$ cat config.mk
export PLATFORM = sky130hd
export DESIGN_NAME = memory_map
export DESIGN_NICKNAME = d
export VERILOG_FILES = /design/src/rtl/memory_map.sv
export SDC_FILE = /design/constraint.sdc
export NUM_CORES = 2
export LEC_CHECK = 0
export BUFFER_PORTS_ARGS = -buffer_cell sky130_fd_sc_hd__clkbuf_2
export CORE_MARGIN = 2
export CORE_UTILIZATION = 64
export DETAILED_ROUTE_END_ITERATION = 10
export PLACE_DENSITY = 0.81
export SLEW_MARGIN = 20
export SYNTH_ARGS = -nofsm -noshare
export SYNTH_HDL_FRONTEND = slang
export SYNTH_SLANG_ARGS = --single-unit
$ cat constraint.sdc
create_clock -name clk -period 4.6 [get_ports clk]
set_input_delay 0.92 -clock clk [delete_from_list [all_inputs] [get_ports clk]]
set_output_delay 0.92 -clock clk [all_outputs]
set_load 0.02 [all_outputs]
$ cat src/rtl/memory_map.sv
// CPU-side memory responder: decodes the nibble address space into general RAM,
// dual-bank display RAM and a forwarded I/O window, plus a read-only video port.
module memory_map #(
  parameter int RAM_SIZE       = 640,
  parameter int VRAM_BANK_SIZE = 80,
  parameter int IO_SIZE        = 128
) (
  input  logic        clk,
  input  logic        reset_n,
  input  logic [11:0] memory_addr,
  input  logic        memory_write_en,
  input  logic [3:0]  memory_write_data,
  output logic [3:0]  memory_read_data,
  output logic [6:0]  io_addr,
  output logic        io_write_en,
  output logic [3:0]  io_write_data,
  output logic        io_read_strobe,
  input  logic [3:0]  io_read_data,
  input  logic [7:0]  video_addr,
  output logic [3:0]  video_data
);

  localparam int VRAM_SIZE = 2 * VRAM_BANK_SIZE;
  localparam int RAM_AW    = $clog2(RAM_SIZE);
  localparam int VRAM_AW   = $clog2(VRAM_SIZE);

  localparam logic [12:0] RAM_END    = 13'(RAM_SIZE);
  localparam logic [12:0] VRAM0_BASE = 13'h0E00;
  localparam logic [12:0] VRAM0_END  = 13'(32'hE00 + VRAM_BANK_SIZE);
  localparam logic [12:0] VRAM1_BASE = 13'h0E80;
  localparam logic [12:0] VRAM1_END  = 13'(32'hE80 + VRAM_BANK_SIZE);
  localparam logic [12:0] IO_BASE    = 13'h0F00;
  localparam logic [12:0] IO_END     = 13'(32'hF00 + IO_SIZE);
  localparam logic [12:0] BANK_OFS   = 13'(VRAM_BANK_SIZE);
  localparam logic [8:0]  VIDEO_END  = 9'(VRAM_SIZE);

  typedef enum logic [1:0] {
    REG_NONE,
    REG_RAM,
    REG_VRAM,
    REG_IO
  } region_t;

  logic [12:0] addr13;
  logic        in_ram;
  logic        in_vram0;
  logic        in_vram1;
  logic        in_vram;
  logic        in_io;
  logic [12:0] vram_lin;
  logic [RAM_AW-1:0]  ram_idx;
  logic [VRAM_AW-1:0] cpu_vram_idx;
  logic [VRAM_AW-1:0] video_idx;
  region_t     region_next;

  assign addr13   = {1'b0, memory_addr};
  assign in_ram   = addr13 < RAM_END;
  assign in_vram0 = (addr13 >= VRAM0_BASE) && (addr13 < VRAM0_END);
  assign in_vram1 = (addr13 >= VRAM1_BASE) && (addr13 < VRAM1_END);
  assign in_vram  = in_vram0 || in_vram1;
  assign in_io    = (addr13 >= IO_BASE) && (addr13 < IO_END);

  // Both banks share one linear array: bank1 sits directly after bank0.
  assign vram_lin     = in_vram1 ? (addr13 - VRAM1_BASE + BANK_OFS) : (addr13 - VRAM0_BASE);
  assign cpu_vram_idx = vram_lin[VRAM_AW-1:0];
  assign ram_idx      = memory_addr[RAM_AW-1:0];
  assign video_idx    = video_addr[VRAM_AW-1:0];

  always_comb begin
    region_next = REG_NONE;
    if (in_ram)       region_next = REG_RAM;
    else if (in_vram) region_next = REG_VRAM;
    else if (in_io)   region_next = REG_IO;
  end

  assign io_addr       = memory_addr[6:0];
  assign io_write_en   = memory_write_en && in_io;
  assign io_write_data = memory_write_data;

  logic [3:0] ram_mem  [RAM_SIZE];
  logic [3:0] vram_mem [VRAM_SIZE];
  logic [3:0] ram_rd_reg;
  logic [3:0] vram_rd_reg;
  logic [3:0] video_rd_reg;

  // Storage and its read registers carry no reset so they map onto block RAM;
  // reading in the same block as the write gives read-first behaviour.
  always_ff @(posedge clk) begin
    if (memory_write_en && in_ram) ram_mem[ram_idx] <= memory_write_data;
    ram_rd_reg <= ram_mem[ram_idx];
  end

  always_ff @(posedge clk) begin
    if (memory_write_en && in_vram) vram_mem[cpu_vram_idx] <= memory_write_data;
    vram_rd_reg <= vram_mem[cpu_vram_idx];
  end

  always_ff @(posedge clk) begin
    video_rd_reg <= vram_mem[video_idx];
  end

  region_t     region_reg;
  logic [3:0]  io_data_reg;
  logic        video_hit_reg;
  logic [11:0] last_addr_reg;
  logic        io_read_strobe_reg;

  always_ff @(posedge clk or negedge reset_n) begin
    if (!reset_n) begin
      region_reg         <= REG_NONE;
      io_data_reg        <= 4'h0;
      video_hit_reg      <= 1'b0;
      last_addr_reg      <= 12'hFFF;
      io_read_strobe_reg <= 1'b0;
    end else begin
      region_reg         <= region_next;
      io_data_reg        <= io_read_data;
      video_hit_reg      <= {1'b0, video_addr} < VIDEO_END;
      last_addr_reg      <= memory_addr;
      io_read_strobe_reg <= (memory_addr != last_addr_reg) && in_io && !memory_write_en;
    end
  end

  // Region tag is reset, so outputs drop to zero as soon as reset asserts.
  always_comb begin
    memory_read_data = 4'h0;
    case (region_reg)
      REG_RAM:  memory_read_data = ram_rd_reg;
      REG_VRAM: memory_read_data = vram_rd_reg;
      REG_IO:   memory_read_data = io_data_reg;
      default:  memory_read_data = 4'h0;
    endcase
  end

  assign video_data     = video_hit_reg ? video_rd_reg : 4'h0;
  assign io_read_strobe = io_read_strobe_reg;

endmodule

==> flow_summary.yaml <==
run_status:
  status: "finished clean"
yosys:
  synth_simple_gate_area_share_pct: 3.68
  syn_area_um2: 132000
  synth_top_cell_by_area: "edfxtp_1"
  yosys-top-cells-count: "edfxtp_1 (3200), mux4_2 (1039), nor2_1 (858), clkbuf_1 (228), mux2i_1 (218)"
  yosysMostFrequentCell: "edfxtp_1"
  synth_warnings: 0
  synth_edf_count: 3200
  ys_seq_area_share_pct: 73.2
  synth_top_area_share_pct: 72.6
  synth_ff_type: "edfxtp_1"
  async_reset_ff_share_pct: 0.619
  ys_ff_latch: 3232
  syn_inst: 6561
  synth_cell_types: 67
  synth_nets: 6594
  ys_top_cells_by_area: "edfxtp_1 (73%), mux4_2 (18%), nor2_1 (2.4%)"
  synth_fa_ha_area_share_pct: 0.0189
  syn_avg_cell_area_um2: 20.2
  synth_compound_area_share_pct: 1.77
  synth_top_family_by_area: "multiplexers"
  synthMuxAreaShare_pct: 19.4
  synthXorXnorAreaFrac_pct: 0.0927
min_path:
  hold_end: "io_data_reg[2]$_DFF_PN0_"
  hold_depth: 1
  min_from: "io_read_data[2]"
  min_path_type: "in2reg"
cts:
  clk_latency_ns: 0.97
  numCtsBuffers: 327
  clock-sinks: 3232
  cts_buffer_depth: 4
  tritoncts: "built"
  cts.clk_slew.worst_paths_ns: 0.06
  cts_resized: 0
  htreeDepth: 5
  root_buffer: "clkbuf_16"
sta:
  hold_violations: 0
  period_share_pct: 85.8
  clock-skew-final_ns: 0.0730
  drv_slew: 0
  fmax_mhz: 253
  finalSetupViolCount: 0
  worst_pin_slew_ns: 1.42
  setup_ws_ns: 0.652
  period_needed_ns: 3.95
  maxSlewHeadroom_pct: 5.00
  rsz0062_at_grt: "false"
global_route:
  grt_pass1_wl_um: 534000
  grt_max_degree: 228
  first_global_vias: 73521
  gr-usage-all-layers_pct: 35.9
  antenna_found_initial: 19
  grt_overflow_total: 0
route:
  vias: 74219
  drt_iter0_markers: 13987
  drc: 0
  finalWirelength_um: 374000
  viasPerCell: 7.61
  antenna_left: 0
  drtPass1Iterations: 8
  wl_per_cell_um: 38.4
worst_setup_path:
  cp-start-kind: "input port"
  worstSetupEndpointType: "flip-flop"
  cp.required_ns: 5.39
  slowest_delay_ns: 0.81
  path_max_fanout: 28
  crit_type: "in2reg"
  path_cells: "buf_8 > buf_12 > buf_12 > buf_12 > buf_12 > mux2i_1 > o221ai_1 > a211oi_1 > o311ai_0 > o311ai_1 > a21oi_1"
  cpLargestDelayFamily: "compound AO/OA/AOI/OAI gates"
  reg2reg_depth: 8
  reg2reg_to: "ram_rd_reg[1]$_DFF_P_"
  critPathBufInv: 5
  cpMostUsedCell: "buf_12"
  ff2ff_setup_slack_ns: 1.38
  cpMaxStageDelayCell: "o311ai_1"
  arrival_ns: 4.74
  r2r_start: "ram_mem[20][1]$_DFFE_PP_"
floorplanning:
  die_x_um: 459
  core_um2: 205000
  die_area_um2: 210000
  rows: 166
  initial_core_util_pct: 64.6
  die_h_um: 459
  io-pin-count: 52
place:
  dp_hpwl_um: 215000
  port_buffers: 51
  dp_slack_ns: 0.0604
  place_area_um2: 138000
  routabilityCongestion: 0.929
final_layout:
  largest_reg_flops: 2560
  fillCellCount: 10711
  num-nets-final: 6845
  finish.instance_area_um2: 148000
  drive_gt1_share_pct: 27.9
  synthToLayoutAreaGrowth_pct: 11.7
power_and_ir_drop:
  total_power_w: 0.0619
  power_leakage_nw: 45.9
  cellPowerDensity_nw_per_um2: 419
  ir_drop_mv: 0.471
run:
  cap_viol_max_count: 0
==> area by class of cell <==
type                    instances  area, µm²  share of cell area [%]
well taps                    2688       3360                    2.27
flip-flops and latches       3232      96800                    65.5
multi-input cells            2821      33200                    22.5
inverters                       6       31.3                  0.0212
clock buffers                 406       8600                    5.82
clock inverters               154       1480                    1.00
repair buffers                424       4220                    2.85
diodes                         28       70.1                  0.0474
==> worst max-delay path by stage <==
stage | from | slack [ns] | endpoint | cells after the start
3_5_place_dp | memory_addr[7] | 0.06 | vram_mem[133][2]$_DFFE_PP_ | 8
2_1_floorplan | memory_addr[4] | 0.02 | vram_mem[147][0]$_DFFE_PP_ | 13
6_report | memory_addr[1] | 0.65 | ram_rd_reg[0]$_DFF_P_ | 11
3_3_place_gp | memory_addr[1] | -0.11 | ram_rd_reg[0]$_DFF_P_ | 10
4_1_cts | memory_addr[7] | 1.08 | vram_mem[134][1]$_DFFE_PP_ | 8
5_1_grt | memory_addr[1] | 0.79 | ram_rd_reg[0]$_DFF_P_ | 11
==> metrics by stage <==
| step | hold WS (ns) | cells | utilization (%) | setup TNS [ns] |
|---|---|---|---|---|
| global route | 0.0604 | 9732 | 72.1 | 0 |
| detailed placement | 0.784 | 9170 | 67.2 | 0 |
| global placement | 0.739 | 9170 | 67.2 | -0.106 |
| floorplan | 0.624 | 6561 | - | 0 |
| finish | 0.0781 | 9759 | 72.1 | 0 |
| CTS | 0.0379 | 9731 | 72.1 | 0 |
==> logic make-up after synthesis <==
family                     Yosys count
DFF                               3232
muxes                             1266
and+or+nand+nor                   1201
buffers and inverters              508
AOI/OAI and AO/OA                  338
xor gates and xnor gates            14
adders and majority gates            2
==> cells in the final DEF (no fill, tap or decap), drive strengths merged, types with 19 or more instances in the layout <==
master / instances
a22oi: 22
o221ai: 36
edfxtp: 3200
nand3: 77
a211oi: 24
diode: 28
clkinv: 110
mux2i: 218
bufinv: 29
a21oi: 68
a221oi: 31
mux4: 1039
nor2: 858
buf: 383
o22ai: 26
o21ai: 55
nor3: 21
nand2: 158
nand4: 25
clkbuf: 446
nor2b: 19
==> metal layers <==
metal / vias up / global-route usage (%) / wire length, µm
li1: 27569 / - / -
met1: 37750 / 47.5 / 121000
met2: 7454 / 54.5 / 175000
met3: 1428 / 11.4 / 55800
met4: 18 / 18.3 / 22400
met5: - / 0 / 126
==> report_power, final <==
part	switching (W)	leakage [nW]	internal [W]
logic	0.00222	11.9	0.00137
clock network	0.0110	4.92	0.0148
registers	0.0000432	29.1	0.0324
total	0.0133	45.9	0.0486
==> what timing repair did <==
action                                 in CTS  in global routing
buffers inserted                            0                  0
hold buffers                                1                  0
endpoints found under the hold margin       6                  0
Power figures use the tool's default switching activity.
